**config.mk**
```make
export PLATFORM = sky130hd
export DESIGN_NAME = ctrl_issue_unit
export DESIGN_NICKNAME = d
export VERILOG_FILES = /design/src/rtl/ctrl_issue_unit.sv
export SDC_FILE = /design/constraint.sdc
export NUM_CORES = 1
export LEC_CHECK = 0
export ABC_CLOCK_PERIOD_IN_PS = 1400
export BUFFER_PORTS_ARGS = -buffer_cell sky130_fd_sc_hd__buf_2
export CAP_MARGIN = 20
export CORE_AREA = 2 2 74 76
export DETAILED_ROUTE_END_ITERATION = 10
export DIE_AREA = 0 0 76 78
export GPL_TIMING_DRIVEN = 0
export PLACE_DENSITY = 0.78
export SYNTH_ARGS = -nofsm -noshare
export SYNTH_HDL_FRONTEND = slang
export SYNTH_SLANG_ARGS = --single-unit
```
**constraint.sdc**
```tcl
create_clock -name clk -period 1.4 [get_ports clk]
set_input_delay 0.14 -clock clk [delete_from_list [all_inputs] [get_ports clk]]
set_output_delay 0.14 -clock clk [all_outputs]
set_load 0.1 [all_outputs]
```
**src/rtl/ctrl_issue_unit.sv**
```systemverilog
// Decode-to-execute issue stage: registers decoded controls into E and holds
// multi-cycle OP-FP instructions in E for FP_LAT cycles, with perf counters.
module ctrl_issue_unit #(
  parameter int FP_LAT = 4,
  parameter int CNT_W  = 16
) (
  input  logic             clk,
  input  logic             rst_n,
  input  logic             instr_valid,
  input  logic [6:0]       op,
  input  logic             stall_in,
  input  logic             flush,
  output logic             reg_write_e,
  output logic             mem_write_e,
  output logic             alu_src_e,
  output logic             branch_e,
  output logic             jump_e,
  output logic             reg_write_f_e,
  output logic             mem_src_e,
  output logic             d_src_e,
  output logic [1:0]       imm_src_e,
  output logic [1:0]       result_src_e,
  output logic [1:0]       alu_op_e,
  output logic             valid_e,
  output logic             illegal_e,
  output logic             stall_d,
  output logic             fpu_busy,
  output logic             fp_done_e,
  output logic [CNT_W-1:0] instr_cnt,
  output logic [CNT_W-1:0] fp_stall_cnt
);

  localparam logic [6:0] OP_LW  = 7'b0000011;
  localparam logic [6:0] OP_SW  = 7'b0100011;
  localparam logic [6:0] OP_R   = 7'b0110011;
  localparam logic [6:0] OP_BEQ = 7'b1100011;
  localparam logic [6:0] OP_I   = 7'b0010011;
  localparam logic [6:0] OP_JAL = 7'b1101111;
  localparam logic [6:0] OP_FLW = 7'b0000111;
  localparam logic [6:0] OP_FSW = 7'b0100111;
  localparam logic [6:0] OP_FP  = 7'b1010011;

  typedef struct packed {
    logic       reg_write;
    logic [1:0] imm_src;
    logic       alu_src;
    logic       mem_write;
    logic [1:0] result_src;
    logic       branch;
    logic       jump;
    logic [1:0] alu_op;
    logic       reg_write_f;
    logic       mem_src;
    logic       d_src;
  } ctrl_t;

  typedef enum logic {IDLE, FP_BUSY} state_t;

  state_t           state_q, state_d;
  logic [3:0]       cnt_q, cnt_d;
  ctrl_t            ctrl_q, ctrl_d, dec;
  logic             valid_q, valid_d;
  logic             illegal_q, illegal_d;
  logic             dec_illegal;
  logic             accept;
  logic [CNT_W-1:0] instr_cnt_q, instr_cnt_d;
  logic [CNT_W-1:0] fp_stall_cnt_q, fp_stall_cnt_d;

  always_comb begin
    dec         = '0;
    dec_illegal = 1'b0;
    case (op)
      OP_LW:  begin dec.reg_write = 1'b1; dec.alu_src = 1'b1; dec.result_src = 2'b01; end
      OP_SW:  begin dec.imm_src = 2'b01; dec.alu_src = 1'b1; dec.mem_write = 1'b1; end
      OP_R:   begin dec.reg_write = 1'b1; dec.alu_op = 2'b10; end
      OP_BEQ: begin dec.imm_src = 2'b10; dec.branch = 1'b1; dec.alu_op = 2'b01; end
      OP_I:   begin dec.reg_write = 1'b1; dec.alu_src = 1'b1; dec.alu_op = 2'b10; end
      OP_JAL: begin
        dec.reg_write  = 1'b1;
        dec.imm_src    = 2'b11;
        dec.result_src = 2'b10;
        dec.jump       = 1'b1;
      end
      OP_FLW: begin dec.alu_src = 1'b1; dec.result_src = 2'b01; dec.reg_write_f = 1'b1; end
      OP_FSW: begin dec.imm_src = 2'b01; dec.alu_src = 1'b1; dec.mem_write = 1'b1; dec.mem_src = 1'b1; end
      OP_FP:  begin dec.reg_write_f = 1'b1; dec.d_src = 1'b1; end
      default: dec_illegal = 1'b1;
    endcase
  end

  assign stall_d = (state_q == FP_BUSY);
  assign accept  = instr_valid & ~stall_d & ~stall_in & ~flush;

  // Priority: flush, then FP_BUSY hold, then stall_in bubble, then accept.
  always_comb begin
    state_d        = state_q;
    cnt_d          = cnt_q;
    ctrl_d         = '0;
    valid_d        = 1'b0;
    illegal_d      = 1'b0;
    instr_cnt_d    = accept ? instr_cnt_q + CNT_W'(1) : instr_cnt_q;
    fp_stall_cnt_d = (state_q == FP_BUSY) ? fp_stall_cnt_q + CNT_W'(1) : fp_stall_cnt_q;
    if (flush) begin
      state_d = IDLE;
      cnt_d   = '0;
    end else if (state_q == FP_BUSY) begin
      ctrl_d    = ctrl_q;
      valid_d   = valid_q;
      illegal_d = illegal_q;
      if (cnt_q == 4'd1) begin
        state_d = IDLE;
        cnt_d   = '0;
      end else begin
        cnt_d = cnt_q - 4'd1;
      end
    end else if (accept) begin
      ctrl_d    = dec;
      valid_d   = 1'b1;
      illegal_d = dec_illegal;
      if (op == OP_FP && FP_LAT > 1) begin
        state_d = FP_BUSY;
        cnt_d   = 4'(FP_LAT - 1);
      end
    end
  end

  always_ff @(posedge clk) begin
    if (!rst_n) begin
      state_q        <= IDLE;
      cnt_q          <= '0;
      ctrl_q         <= '0;
      valid_q        <= 1'b0;
      illegal_q      <= 1'b0;
      instr_cnt_q    <= '0;
      fp_stall_cnt_q <= '0;
    end else begin
      state_q        <= state_d;
      cnt_q          <= cnt_d;
      ctrl_q         <= ctrl_d;
      valid_q        <= valid_d;
      illegal_q      <= illegal_d;
      instr_cnt_q    <= instr_cnt_d;
      fp_stall_cnt_q <= fp_stall_cnt_d;
    end
  end

  assign reg_write_e   = ctrl_q.reg_write;
  assign imm_src_e     = ctrl_q.imm_src;
  assign alu_src_e     = ctrl_q.alu_src;
  assign mem_write_e   = ctrl_q.mem_write;
  assign result_src_e  = ctrl_q.result_src;
  assign branch_e      = ctrl_q.branch;
  assign jump_e        = ctrl_q.jump;
  assign alu_op_e      = ctrl_q.alu_op;
  assign reg_write_f_e = ctrl_q.reg_write_f;
  assign mem_src_e     = ctrl_q.mem_src;
  assign d_src_e       = ctrl_q.d_src;
  assign valid_e       = valid_q;
  assign illegal_e     = illegal_q;
  assign fpu_busy      = (state_q == FP_BUSY);
  assign fp_done_e     = valid_q & ctrl_q.d_src & (state_q == IDLE);
  assign instr_cnt     = instr_cnt_q;
  assign fp_stall_cnt  = fp_stall_cnt_q;

endmodule
```
* Yosys cells after proc, flatten, opt, wreduce, memory -nomap -nowiden
Index checks and enable logic that the tools add are counted.
Widths: inputs -> output; s select.
** Operators by class
- Shift-type cells :: 0
- Equality and inequality tests :: 10
- Bitwise operators :: 9
- Divide/modulo/power cells :: 0
- $add $sub $neg :: 3
- Mux-type cells :: 22
- Multipliers :: 0
- Reduce and logical (&&, ||, !) cells :: 11
- Order comparisons :: 0
** Operator list (number)
- $add 16x1->16 const B :: 2
- $eq 7x6->1 const B :: 3
- $eq 7x7->1 const B :: 3
- $mux 4 :: 4
- $mux 1 :: 14
- $mux 14 :: 1
- $reduce_or 2->1 :: 5
- $reduce_or 9->1 :: 1
- $pmux 2 s2 :: 2
- $eq 7x2->1 const B :: 1
- $eq 7x3->1 const B :: 1
- $eq 7x5->1 const B :: 1
- $pmux 2 s3 :: 1
- $and 1x1->1 :: 5
- $reduce_or 5->1 :: 1
- $eq 4x1->1 const B :: 1
- $not 1->1 :: 4
- $reduce_bool 2->1 :: 2
- $reduce_or 4->1 :: 1
- $sub 4x1->4 const B :: 1
- $reduce_and 2->1 :: 1
** Word-level totals
- Bits in latches :: 0
- Memory bits (read-only) :: 0
- Memories kept :: 0
- Word-level logic and storage cells :: 72
- Memory bits (writable) :: 0
- Register bits after elaboration :: 53
- Bits of input ports :: 12

* Logic depth before layout (Yosys ltp)
Gate-level depths: netlist of the first run.
- Depth in word-level cells :: 6
- Gate-level depth with buffers :: 6
- Gate-level depth less buffers :: 6

* Least setup slack after synthesis of the first run
No wires, ideal clock.
- Path type :: reg2out
- Start point :: register state_q, in the netlist fpu_busy
- End point :: output fp_done_e
- Path buffers :: 2
- Slack :: -1.249 ns
- Arrival :: 2.509 ns
- Stages on the path, launching flop included :: 4
- Path through :: dfxtp_1 buf_1 clkbuf_1 nor2_1
** On the way
- Longest elaborated chain between the ends :: 2
** Ends and longest elaborated chain
- start, declared :: RTL line 59 : state_t state_q, state_d;
- start signal, assigned :: RTL line 137 : state_q <= state_d;
- $not 1->1 :: RTL line 161 : assign fp_done_e = valid_q & ctrl_q.d_src & (state_q == IDLE);
- $and 1x1->1 :: RTL line 161
- end, declared :: RTL line 28 : output logic fp_done_e,
No other way between the ends.

* Final worst setup path of the first run
- Start point :: register state_q, in the netlist fpu_busy
- End point :: register ctrl_q, in the netlist imm_src_e[0]
** On the way
- Longest elaborated chain between the ends :: 5
** Ends and longest elaborated chain
- $not 1->1 :: RTL line 92 : assign accept = instr_valid & ~stall_d & ~stall_in & ~flush;
- $and 1x1->1 (3 in series) :: RTL line 92
- $mux 14 :: RTL line 116 : end else if (accept) begin
- end signal, assigned :: RTL line 139 : ctrl_q <= ctrl_d;
- end, declared :: RTL line 61 : ctrl_t ctrl_q, ctrl_d, dec;
Parallel ways exist; a longest one is shown, timed or not.
A chain may end at the register's enable or synchronous reset.

==> results of run 1 <==
-- state kept, by name, indices dropped and copies added, names as in the netlist --
name,flops
reg_write_f_e,1
mem_write_e,1
instr_cnt,16
d_src_e,1
illegal_e,1
jump_e,1
mem_src_e,1
alu_src_e,1
result_src_e,1
imm_src_e,2
alu_op_e,1
reg_write_e,1
branch_e,1
valid_e,1
fp_stall_cnt,16
fpu_busy,1
cnt_q,4
-- power by group through the flow --
stage	Combinational [mW]	Clock (mW)	Sequential (mW)
2_1_floorplan	0.0613	0	1.47
3_3_place_gp	0.129	0	1.45
3_5_place_dp	0.132	0	1.45
4_1_cts	0.139	0.893	1.41
5_1_grt	0.158	0.945	1.42
6_report	0.145	0.862	1.41
-- layout by cell type, fill, tap and decap left out, drive strengths merged --
master  instances
nor4b           1
buf            81
nor2b           1
nor4            5
nand4b          4
clkinv          1
nand2b          4
nor3            6
and2            1
and4            2
a31oi           5
nand3b          1
nand4           7
nand3          13
o21a            1
nor2           33
xor2            9
ha              4
nor4bb          1
dfxtp          51
nand2          31
or3             7
a32o            3
clkbuf         14
o21ai           9
a22oi           3
mux2i           4
or4b            1
nor3b           3
or3b            1
and4b           1
a21o            1
a32oi           1
a21oi          18
xnor2          11
and3            8
inv             6
-- what timing repair did --
action                     CTS  global route
setup buffers               11             2
setup endpoints to repair   30            37
gates resized for setup     13            24
hold endpoints to repair     0             0
pin swaps                   15            18
-- worst min path at each step --
stage	endpoint
after floorplan	fp_stall_cnt[14]
after global placement	mem_write_e
after detailed placement	mem_write_e
after CTS	fp_stall_cnt[14]
after global routing	fp_stall_cnt[14]
final	fp_stall_cnt[14]
-- worst min-delay path: stages --
cell                      delay [ns]
sky130_fd_sc_hd__buf_2          0.14
sky130_fd_sc_hd__nand2_1        0.07
sky130_fd_sc_hd__mux2i_1        0.05
-- metal layers --
metal	GRT usage	wire length, um	vias up
met5	0	0	-
met4	0.06727	82	0
met3	0.05349	299	8
met2	0.3313	2694	54
met1	0.2273	2517	1028
li1	-	-	1118
-- cells by family after synthesis --
logic type / share of synthesized area
buf+inv: 0.03997
mux: 0.01729
fa+ha+maj: 0.02161
flops: 0.4408
xor+xnor: 0.07564
compound gates: 0.1048
simple gates: 0.2998
-- layout make-up --
cell class	instances	area, sq um	share of cell area
Clock inverter	1	5.005	0.001553
Multi-Input combinational cell	200	1380	0.4283
Timing Repair Buffer	74	424.2	0.1317
Inverter	6	22.52	0.006990
Sequential cell	51	1122	0.3484
Buffer	14	93.84	0.02913
Clock buffer	7	86.33	0.02680
Tap cell	70	87.58	0.02718
-- metrics by stage --
stage,TNS (ns),std cells
3_3_place_gp,-2.867,403
4_1_cts,-2.125,422
2_1_floorplan,-3.997,272
5_1_grt,-4.799,423
3_5_place_dp,-3.594,403
6_report,-2.516,423
==> flow_summary.toml, run 1 <==
[floorplanning]
die_w_um = 76
floorplan.die.height_um = 78
ioPinCount = 63
die_area_sq_um = 5928
starting_density_of_the_core = 0.4593
core-area_sq_um = 5042
placementRows = 26

[synthesis]
ys_top_cells_by_count = "51 x sky130_fd_sc_hd__dfxtp_1, 33 x sky130_fd_sc_hd__nor2_1, 31 x sky130_fd_sc_hd__nand2_1"
yosys_most_used_dff = "sky130_fd_sc_hd__dfxtp_1"
yosys_register_bits = 51
synth_cells = 272
syn_area_per_cell_sq_um = 8.515
top_count_cell_post_synth = "sky130_fd_sc_hd__dfxtp_1"
seq_total_area_yosys = 0.4408
count_of_flip_flops_with_a_built_in_enable_after_synthesis = 0
synth.cell_area_sq_um = 2316
main_area_contributors_after_synthesis = "sky130_fd_sc_hd__dfxtp_1 44%, sky130_fd_sc_hd__nor2_1 5.3%, sky130_fd_sc_hd__nand2_1 5.0%"
yosys_warnings = 0
synth_top_area_frac = 0.4408
yosysTopAreaCell = "sky130_fd_sc_hd__dfxtp_1"
postSynth.asyncResetShare = 0
yosys.cell_types.count = 40
syn_nets = 288

[power_and_ir_drop]
power.switching_mw = 0.5676
max-vdd-ir-drop_mv = 0.4751
power_per_cell_area_nw_per_um2 = 751.6
finalPower_mw = 2.422
intPower_mw = 1.854
power_frac_comb = 0.060
p_clk_frac = 0.356
p_leak_nw = 1.313
seqPwrFrac = 0.584
power_switching_share = 0.2344

[setup_path]
critical_path.endpoint_type = "register"
worstPathCellList = "or4b_4 > buf_6 > nor3_4 > nand2_1 > a31oi_1"
reg2reg_depth = 5
critPathMaxFanout = 6
cp.arrival_ns = 1.83
timing.critical_path.from = "fpu_busy"
top_cell_family_by_delay_on_the_critical_path = "simple AND/OR/NAND/NOR gates"
r2r_slack_ns = -0.20
req_time_crit_path_ns = 1.63
reg_to_reg_start = "fpu_busy"
rr_endpoint = "imm_src_e[0]"
timing.critical_path.buf_inv = 1
timing.critical_path.slowest_stage_cell = "sky130_fd_sc_hd__or4b_4"
worstSetupEndpoint = "imm_src_e[0]"
setup.worst_path.start_class = "register"
worstSetupPathDepth = 5
slowest_delay_ns = 0.49
crit_type = "register to register"

[clock_tree]
cts-hold-fix-buffers = 0
cts_tree = "done"
clkSlewWorstSetupHoldPaths_ns = 0.09
ctsRootBufferMaster = "sky130_fd_sc_hd__clkbuf_8"
cts-buffers-inserted = 5
clock_network_latency_to_the_later_pin_of_the_worst_skew_pair_ns = 0.30
cts.sinks = 51
htree_num_levels = 2
cts.path.max_buffers = 2

[timing]
finalSetupViolCount = 27
worst_pin_slew_ns = 0.4980
fin_worst_skew_ns = 0.005812
rsz0062_at_grt = "true"
holdWs_ns = 0.1418
achievable-frequency_mhz = 626.5
setup_ws_ns = -0.1963
timing.final.hold_violations = 0
report.final.slew_viol_count = 0
min_period_ns = 1.596
max_slew_margin = 0.6703
final.period_utilization = 1.140

[place]
pre_cts_ws_ns = -0.2620
port_buffers = 61
placed_inst_area_sq_um = 2898
dp_hpwl_um = 3874
finalWeightedCongestion = 0.8229

[detailed_routing]
drt_drc_violations_left = 0
wirelength_um = 5594
detailedRoute.firstIterationViolations = 60
route.antenna.remaining_nets = 0
number_of_optimization_iterations_in_the_first_detailed_route_pass = 4
routed_via_density = 5.220
route.vias.total = 2208
detail_route.wl_per_cell_um = 13.22

[global_route]
largest_net_degree_at_the_start_of_global_routing = 16
groute.usage.overall = 0.1909
globalRoute.totalOverflow = 0
first_global_vias = 2075
global_route_wire_length_before_repair_um = 9211
number_of_antenna_violations_at_the_first_check_in_global_routing = 0

[layout]
drive_above_1_share = 0.4278
filler_cell_count = 412
finalNetCount = 368
area_growth_pct = 39.11
final_util = 0.6390
fin_area_sq_um = 3222
n_antenna_cell = 0

[hold_path]
worst_hold_path.num_cells = 3
min-delay-path-class = "input port to register"
critical_hold_path_startpoint = "rst_n"

[status]
result_of_the_run = "complete, but fails checks"
violations = "negative setup slack"

[job]
max_cap_viol_count = 0
Power figures use the tool's default switching activity.
==> run 2, diff against run 1 <==
==> constraint.sdc (replaced) <==
create_clock -name clk -period 1.4 [get_ports clk]
set_input_delay 0.14 -clock clk [delete_from_list [all_inputs] [get_ports clk]]
set_output_delay 0.14 -clock clk [all_outputs]
set_load 0.02 [all_outputs]
==> run 2 against run 1 <==
The flow still finishes with violations (negative setup slack). First-iteration DRC count shrank 6.7%. Utilization fell by 0.40 points. Power rose by 1.9%. Hold slack better by 0.0085 ns. Via count rose by 0.50%. Clock power up 3.5%. Sequential cell count did not move. Critical endpoint is now alu_src_e.
==> flow_summary.toml, run 2 (synthesis gave the netlist of run 1 again) <==
[layout]
filler_cell_count = 425
area_growth_pct = 38.25
fin_area_sq_um = 3202
drive_above_1_share = 0.4006
most-common-layout-cells = "62 x sky130_fd_sc_hd__buf_2, 32 x sky130_fd_sc_hd__nor2_1, 32 x sky130_fd_sc_hd__dfxtp_1"
finalNetCount = 372
final_common_cell = "sky130_fd_sc_hd__buf_2"
n_antenna_cell = 0

[floorplanning]
starting_density_of_the_core = 0.4593
floorplan.die.height_um = 78
die_area_sq_um = 5928
die_w_um = 76
ioPinCount = 63
placementRows = 26
core-area_sq_um = 5042

[timing]
rsz0062_at_grt = "true"
achievable-frequency_mhz = 632.4
setup_ws_ns = -0.1812
worst_pin_slew_ns = 0.5411
finalSetupViolCount = 19
max_slew_margin = 0.6393
min_period_ns = 1.581
holdWs_ns = 0.1503
final.period_utilization = 1.129
report.final.slew_viol_count = 0
timing.final.hold_violations = 0
fin_worst_skew_ns = 0.01206

[setup_path]
setup.worst_path.start_class = "register"
slowest_delay_ns = 0.54
timing.critical_path.slowest_stage_cell = "sky130_fd_sc_hd__or4b_4"
cp.arrival_ns = 1.82
worstPathCellList = "or4b_4 > nor3_4 > buf_4 > a22oi_2 > nor2_1"
critPathMaxFanout = 6
crit_type = "register to register"
critical_path.endpoint_type = "register"
req_time_crit_path_ns = 1.64

[global_route]
global_route_wire_length_before_repair_um = 9080
first_global_vias = 2031
groute.usage.overall = 0.1837
largest_net_degree_at_the_start_of_global_routing = 16
globalRoute.totalOverflow = 0
number_of_antenna_violations_at_the_first_check_in_global_routing = 0

[clock_tree]
cts.path.max_buffers = 2
cts-hold-fix-buffers = 0
ctsRootBufferMaster = "sky130_fd_sc_hd__clkbuf_8"
cts_tree = "done"
htree_num_levels = 2
cts.sinks = 51
clkSlewWorstSetupHoldPaths_ns = 0.09
clock_network_latency_to_the_later_pin_of_the_worst_skew_pair_ns = 0.31
cts-buffers-inserted = 5

[detailed_routing]
maxUsedRoutingLayer = "met4"
detail_route.wirelength.met1_um = 2594
number_of_optimization_iterations_in_the_first_detailed_route_pass = 4
drt_drc_violations_left = 0
wl_met2_um = 2694
detailedRoute.firstIterationViolations = 56
routed_via_density = 5.197
route.vias.total = 2219
route.antenna.remaining_nets = 0
detail_route.wl_per_cell_um = 13.25
wirelength_um = 5656
met3_wirelength_um = 297

[power_and_ir_drop]
max-vdd-ir-drop_mv = 0.3999
finalPower_mw = 2.467
p_leak_nw = 1.385
power_per_cell_area_nw_per_um2 = 770.4

[place]
dp_hpwl_um = 3749
finalWeightedCongestion = 0.8332
placed_inst_area_sq_um = 2786
port_buffers = 61

[status]
result_of_the_run = "complete, but fails checks"
violations = "negative setup slack"

[job]
max_cap_viol_count = 0

[hold_path]
min-delay-path-class = "input port to register"
-- run 2: cell count changes in the layout (fill, tap and decap cells not counted), sizes merged --
| cell | before | now |
|---|---|---|
| buf | 81 | 84 |
| clkbuf | 14 | 15 |
-- run 2: where the power goes --
part	total [mW]	switching [mW]	internal, mW
logic	0.128	0.0803	0.0481
clock network	0.892	0.486	0.406
registers	1.45	0.00411	1.44
-- run 2: cell type report --
type / instances / area [sq um] / share of cell area
Clock inverter: 1 / 8.758 / 0.002735
Inverter: 6 / 22.52 / 0.007034
Tap cell: 70 / 87.58 / 0.02735
Sequential cell: 51 / 1060 / 0.3310
Clock buffer: 7 / 86.33 / 0.02696
Buffer: 13 / 73.82 / 0.02306
Multi-Input combinational cell: 200 / 1395 / 0.4357
Timing Repair Buffer: 79 / 467.9 / 0.1462
-- run 2: layer usage --
metal,vias up,global-route usage
met3,7,0.03837
met2,63,0.3188
met4,0,0.05455
met1,1028,0.2309
met5,-,0
li1,1121,-
-- run 2: final timing paths --
check / to / startpoint / slack [ns] / cells after the start
worst min register to register: mem_write_e / mem_write_e / 0.47 / 2
worst min-delay path: fp_stall_cnt[14] / rst_n / 0.15 / 3
worst max-delay path: alu_src_e / fpu_busy / -0.18 / 5
worst max register to register: alu_src_e / fpu_busy / -0.18 / 5
-- run 2: repair_timing --
item,CTS,global route
setup buffers,12,6
pin swaps,19,25
resized for setup,16,31
gates cloned,0,0
setup endpoints to repair,38,43
-- run 2: worst max-delay path, delay by kind of cell (launching register included) --
family / cells / cell delay, ns
AO/OA/AOI/OAI: 1 / 0.04
buffers and inverters: 1 / 0.17
flip-flops: 1 / 0.37
AND/OR/NAND/NOR: 3 / 0.93
-- run 2: stage by stage --
| stage | TNS, ns | cells | utilization | worst slack (ns) |
|---|---|---|---|---|
| 2_1_floorplan | -0.6083 | 272 | - | -0.08145 |
| 3_3_place_gp | -4.369 | 403 | 0.5526 | -0.2669 |
| 3_5_place_dp | -4.845 | 403 | 0.5526 | -0.2499 |
| 4_1_cts | -1.939 | 422 | 0.6030 | -0.1706 |
| 5_1_grt | -4.069 | 427 | 0.6350 | -0.2687 |
| 6_report | -1.562 | 427 | 0.6350 | -0.1812 |
